**src/rtl/gpr_wb_pkg.sv**
```systemverilog
// Shared constants, requester IDs and register-file types for the GPR write-back arbiter.
package gpr_wb_pkg;

    localparam int DATA_W  = 16;
    localparam int ADDR_W  = 3;
    localparam int NUM_REQ = 3;

    localparam int REQ_ALU = 0;
    localparam int REQ_LSU = 1;
    localparam int REQ_DBG = 2;

    typedef logic [ADDR_W-1:0] gpr_addr_t;
    typedef logic [DATA_W-1:0] gpr_data_t;

    // Index following idx in a ring of n requesters.
    function automatic int rr_next(input int idx, input int n);
        return (idx + 1 >= n) ? 0 : idx + 1;
    endfunction

endpackage

```
**src/rtl/rr_arbiter.sv**
```systemverilog
// Grant selection for the write-back port: round-robin from ptr, or strict
// index-0-first priority when GPR_WB_FIXED_PRIO_EN is defined.
module rr_arbiter #(
    parameter int NUM_REQ = 3
) (
    input  logic [NUM_REQ-1:0] req_valid,
    input  logic               hold,
    input  logic [1:0]         ptr,
    output logic [NUM_REQ-1:0] grant,
    output logic [1:0]         ptr_next
);
    import gpr_wb_pkg::*;

    int   start;
    int   cand;
    logic found;

    always_comb begin
        grant    = '0;
        ptr_next = ptr;
        found    = 1'b0;
        cand     = 0;
`ifdef GPR_WB_FIXED_PRIO_EN
        start    = 0;
`else
        start    = int'(ptr);
`endif
        if (!hold) begin
            for (int off = 0; off < NUM_REQ; off++) begin
                cand = start + off;
                if (cand >= NUM_REQ) begin
                    cand = cand - NUM_REQ;
                end
                for (int i = 0; i < NUM_REQ; i++) begin
                    if (!found && i == cand && req_valid[i]) begin
                        grant[i] = 1'b1;
                        found    = 1'b1;
`ifdef GPR_WB_FIXED_PRIO_EN
                        ptr_next = 2'd0;
`else
                        ptr_next = 2'(rr_next(i, NUM_REQ));
`endif
                    end
                end
            end
        end
    end

endmodule

```
**src/rtl/gpr_wb_arbiter.sv**
```systemverilog
// Shares the register-file write port among NUM_REQ valid/ready requesters and
// registers the winner onto the port. Optional macro: GPR_WB_FIXED_PRIO_EN.
module gpr_wb_arbiter #(
    parameter int NUM_REQ = gpr_wb_pkg::NUM_REQ,
    parameter int DATA_W  = gpr_wb_pkg::DATA_W,
    parameter int ADDR_W  = gpr_wb_pkg::ADDR_W
) (
    input  logic                        clk,
    input  logic                        rst,
    input  logic [NUM_REQ-1:0]          req_valid,
    output logic [NUM_REQ-1:0]          req_ready,
    input  logic [NUM_REQ*ADDR_W-1:0]   req_dest,
    input  logic [NUM_REQ*DATA_W-1:0]   req_data,
    input  logic                        wb_hold,
    output logic                        reg_write_en,
    output logic [ADDR_W-1:0]           reg_write_dest,
    output logic [DATA_W-1:0]           reg_write_data,
    output logic [1:0]                  grant_id,
    output logic                        arb_idle
);
    import gpr_wb_pkg::*;

    logic [1:0]         ptr;
    logic [1:0]         ptr_next;
    logic [NUM_REQ-1:0] grant;
    logic               transfer;
    logic [ADDR_W-1:0]  sel_dest;
    logic [DATA_W-1:0]  sel_data;
    logic [1:0]         sel_id;

    // Reset acts as a hold so nothing is granted while it is asserted.
    rr_arbiter #(.NUM_REQ(NUM_REQ)) u_arb (
        .req_valid (req_valid),
        .hold      (wb_hold | rst),
        .ptr       (ptr),
        .grant     (grant),
        .ptr_next  (ptr_next)
    );

    assign req_ready = grant;
    assign transfer  = |grant;

    always_comb begin
        sel_dest = '0;
        sel_data = '0;
        sel_id   = '0;
        for (int i = 0; i < NUM_REQ; i++) begin
            if (grant[i]) begin
                sel_dest = req_dest[i*ADDR_W +: ADDR_W];
                sel_data = req_data[i*DATA_W +: DATA_W];
                sel_id   = 2'(i);
            end
        end
    end

    // Output stage: dest/data/id keep their last value between pulses.
    always_ff @(posedge clk) begin
        if (rst) begin
            ptr            <= '0;
            reg_write_en   <= 1'b0;
            reg_write_dest <= '0;
            reg_write_data <= '0;
            grant_id       <= '0;
        end else begin
            ptr          <= ptr_next;
            reg_write_en <= transfer;
            if (transfer) begin
                reg_write_dest <= sel_dest;
                reg_write_data <= sel_data;
                grant_id       <= sel_id;
            end
        end
    end

    assign arb_idle = ~|req_valid & ~reg_write_en;

endmodule
```
**config.mk**
```make
export PLATFORM = sky130hd
export DESIGN_NAME = gpr_wb_arbiter
export DESIGN_NICKNAME = d
export VERILOG_FILES = /design/src/rtl/gpr_wb_pkg.sv /design/src/rtl/rr_arbiter.sv /design/src/rtl/gpr_wb_arbiter.sv
export SDC_FILE = /design/constraint.sdc
export NUM_CORES = 1
export LEC_CHECK = 0
export CAP_MARGIN = 20
export CORE_MARGIN = 2
export CORE_UTILIZATION = 36
export CTS_CLUSTER_DIAMETER = 30
export DETAILED_ROUTE_END_ITERATION = 16
export PLACE_DENSITY = 0.79
export SYNTH_ARGS = -nofsm -noshare
export SYNTH_HDL_FRONTEND = slang
export SYNTH_HIERARCHICAL = 1
export SYNTH_SLANG_ARGS = --single-unit
```
**constraint.sdc**
```tcl
create_clock -name clk -period 2.7 [get_ports clk]
set_input_delay 0.27 -clock clk [delete_from_list [all_inputs] [get_ports clk]]
set_output_delay 0.27 -clock clk [all_outputs]
set_load 0.01 [all_outputs]
```
==> metrics.md, run 1 <==
| Metric | Value |
|---|---|
| Hold Crit Class | register to register |
| Pins Over Slew Limit | 0 |
| Avg Cell Area, Syn | 8.08 um^2 |
| Met2 Usage GRT | 34.1% |
| # nets final | 327 |
| Crit-path max cell delay | 0.61 ns |
| TritonCTS clock tree | done |
| Area delta synth->final | 72.6% |
| Final-report hold violation count | 0 |
| First-pass GRT wire length | 6910 um |
| Largest net degree at the start of global routing | 26 |
| Post-route DRC | 0 |
| Busiest grt layer | met2 |
| Fmax | 387 MHz |
| Antenna Cells | 0 |
| Boundary Pins | 89 |
| CP cell instances | inv_1, ha_2, nor2_1, nor2_1, a21oi_1, nor3b_2, clkdlybuf4s50_1 |
| Worst-path clk slew | 0.08 ns |
| Post-Syn Instances | 173 |
| Die width | 66.3 um |
| DP HPWL | 3340 um |
| Die Span Y | 66.3 um |
| Status | complete, no violations |
| CTS Buf Count | 3 |
| CP max-delay cell | clkdlybuf4s50_1 |
| Pwr Density | 396 nW/um^2 |
| Drt wl/cell | 14.4 um |
| Met1 usage | 25.3% |
| Hold path cells | 2 |
| GPL Wtd Cong | 0.789 |
| Initial antenna violation count | 0 |
| Normalized max-slew margin | 77.3% |
| # setup viols final | 0 |
| Mapped Nets | 238 |
| CTS Root Cell | clkbuf_8 |
| DR vias/cell | 5.28 |
| Worst endpoint required time | 2.43 ns |
| Total chip power | 0.954 mW |
| Initial Util | 37.9% |
| Cell area after synthesis | 1400 um^2 |
| CTS sink count | 24 |
| Seq/Total Area, Yosys | 34.4% |
| GRT met3 Usage | 5.11% |
| MaxCap Viol Count | 0 |
| CTS Buffer Depth | 2 |
| Peak supply drop | 0.226 mV |
| Leak Pwr | 0.852 nW |
| H-tree depth reported by CTS | 1 |
| Worst flop-to-flop path endpoint | reg_write_data[9]$_SDFFE_PP0P_ |
| Finished layout cell area | 2410 um^2 |
| Worst Min Path Start | reg_write_data[1]$_SDFFE_PP0P_ |
| Total GRT Usage | 20.1% |
| Setup slack, reg-to-reg | 0.33 ns |
| Synth warn | 6 |
| Final Cycle Share | 95.7% |
| Min Hold Slack | 0.445 ns |
| Filler cell count in the final layout | 317 |
| 1st-iter DRT viols | 104 |
| Global route total overflow | 0 |
| Drt total wl | 4450 um |
| PortBufs | 88 |
| Drt pass-1 iters | 4 |
| RR Startpoint | ptr[0]$_SDFF_PP0_ |
| Critical path capture point type | output pin |
| Final min period | 2.58 ns |
| Crit path kind | register to output pin |
| Hold bufs inserted after CTS | 0 |
| Vias in the first global route | 1,477 |
| Core Footprint | 3690 um^2 |
| Synth unique cells | 41 |
| Hold endpoint | reg_write_data[1]$_SDFFE_PP0P_ |
| Worst slew pin tran | 0.339 ns |
| Crit path top cell by count | nor2_1 |
| Routed Antenna Nets | 0 |
| Rows | 22 |
| Setup TNS | 0 ns |
| Placed inst area | 2350 um^2 |
| RSZ-0062 raised after global routing | false |
| Vias | 1,633 |
| Clk Latency, worst-skew pair | 0.27 ns |
| Final Skew | 0.00142 ns |
| Seq cells post-synth | 24 |
| Max FO, Critical Path | 8 |
| Crit path launch type | register |
| Commonest non-fill, non-tap cells in the layout | clkdlybuf4s50_1, dfxtp_1, nand2_1, o21bai_1, a221oi_1 |
| Worst EP arrival | 2.31 ns |
| Layout cells sized above 1 | 9.96% |
| Reg2reg path depth | 12 |
| Die Area | 4400 um^2 |
| Commonest non-fill, non-tap cell in the layout | clkdlybuf4s50_1 |
[per-layer routing]
| layer | wire (um) | up-vias | share of wire [%] |
|---|---|---|---|
| met5 | 0 | - | 0 |
| met4 | 53 | 0 | 1.2 |
| met3 | 312 | 6 | 7.0 |
| met2 | 2190 | 63 | 49 |
| met1 | 1890 | 748 | 42 |
| li1 | - | 816 | - |
[synthesized netlist by cell type]
cell	n	area, um^2
a221oi_2	1	15.0
nor3_1	2	10.0
o2bb2ai_1	1	8.76
clkbuf_2	1	5.00
or2_2	1	6.26
o21bai_1	18	135
nor2_1	7	26.3
o21ai_1	11	55.1
nand3_1	1	5.00
a2bb2oi_2	1	15.0
buf_1	1	3.75
nor4_2	1	12.5
and2_1	1	6.26
nand2_1	22	82.6
or3_1	1	6.26
a21oi_1	7	35.0
a221oi_1	17	149
nor3b_1	1	7.51
o21ai_0	12	60.1
a41oi_1	1	8.76
buf_6	2	22.5
nor2_2	1	6.26
nand2b_1	3	18.8
ha_1	2	25.0
a31oi_1	1	6.26
nor4_1	2	12.5
a31o_2	1	8.76
buf_4	1	7.51
and2b_1	1	7.51
o2111ai_1	1	8.76
a22o_1	1	8.76
buf_2	6	30.0
clkinv_1	1	3.75
clkbuf_1	5	18.8
a21boi_0	1	7.51
nand4_1	1	6.26
o2111a_1	1	11.3
dfxtp_1	24	480
nor2b_1	4	25.0
nor4bb_1	1	10.0
inv_1	5	18.8
[worst max-delay path, delay by kind of cell (launching register included)]
family                   cells  cell delay, ns
AND/OR/NAND/NOR              3            0.53
buffers and inverters        2            0.68
adder cells (fa/ha/maj)      1            0.39
AO/OA/AOI/OAI                1            0.10
flip-flops                   1            0.34
[cell families after synthesis]
family / after synthesis / share of synthesized area, %
fa+ha+maj: 2 / 1.79
buf+inv: 22 / 7.88
flops: 24 / 34.4
simple gates: 50 / 17.8
compound gates: 75 / 38.1
[timing repair]
| action | CTS | global route |
|---|---|---|
| resized for setup | 0 | 1 |
| setup endpoints to repair | 0 | 2 |
| setup buffers | 0 | 1 |
[power by group]
group          switching [mW]  total, mW  internal (mW)
registers              0.0147      0.397          0.382
logic                   0.123      0.312          0.188
clock network           0.116      0.246          0.130
[layout make-up]
| type | instances | area (um^2) | area share [%] |
|---|---|---|---|
| tap | 48 | 60.1 | 2.49 |
| sequential | 24 | 480 | 19.9 |
| multi-input combinational | 127 | 823 | 34.1 |
| timing repair buffer | 100 | 971 | 40.2 |
| inverter | 6 | 22.5 | 0.934 |
| clock buffer | 4 | 55.1 | 2.28 |
[state kept, by name, indices dropped and copies added, names as in the netlist]
name and cells:
ptr 2, grant_id 2, reg_write_data 16, reg_write_en 1
reg_write_dest 3
[worst max path at each step]
stage,to,startpoint,slack [ns],depth (start not counted)
after floorplan,reg_write_data[0]$_SDFFE_PP0P_,ptr[0]$_SDFF_PP0_,0.23,11
after global placement,reg_write_data[2]$_SDFFE_PP0P_,req_valid[0],0.27,10
after detailed placement,reg_write_data[6]$_SDFFE_PP0P_,req_valid[2],0.21,11
after CTS,req_ready[2],ptr[0]$_SDFF_PP0_,0.1,7
after global routing,req_ready[1],ptr[0]$_SDFF_PP0_,0.002,7
final,req_ready[1],ptr[0]$_SDFF_PP0_,0.12,7
[stage by stage]
stage	setup WS, ns	utilization [%]	std cells
after floorplan	0.231	-	173
after global placement	0.269	63.6	304
after detailed placement	0.207	63.6	304
after CTS	0.0972	65.1	308
after global routing	0.00250	65.4	309
final	0.116	65.4	309
Power figures use the tool's default switching activity.
==> inputs of run 2 (changes only) <==
- CAP_MARGIN: 20 -> 15
==> results of run 2 <==
Final layout, timing and power as in run 1 (identical DEF).
==> inputs of run 3 (changes only) <==
- CTS_CLUSTER_SIZE: not set -> 14
- SLEW_MARGIN: not set -> 20
==> results of run 3 <==
Final layout, timing and power as in run 1 (identical DEF).
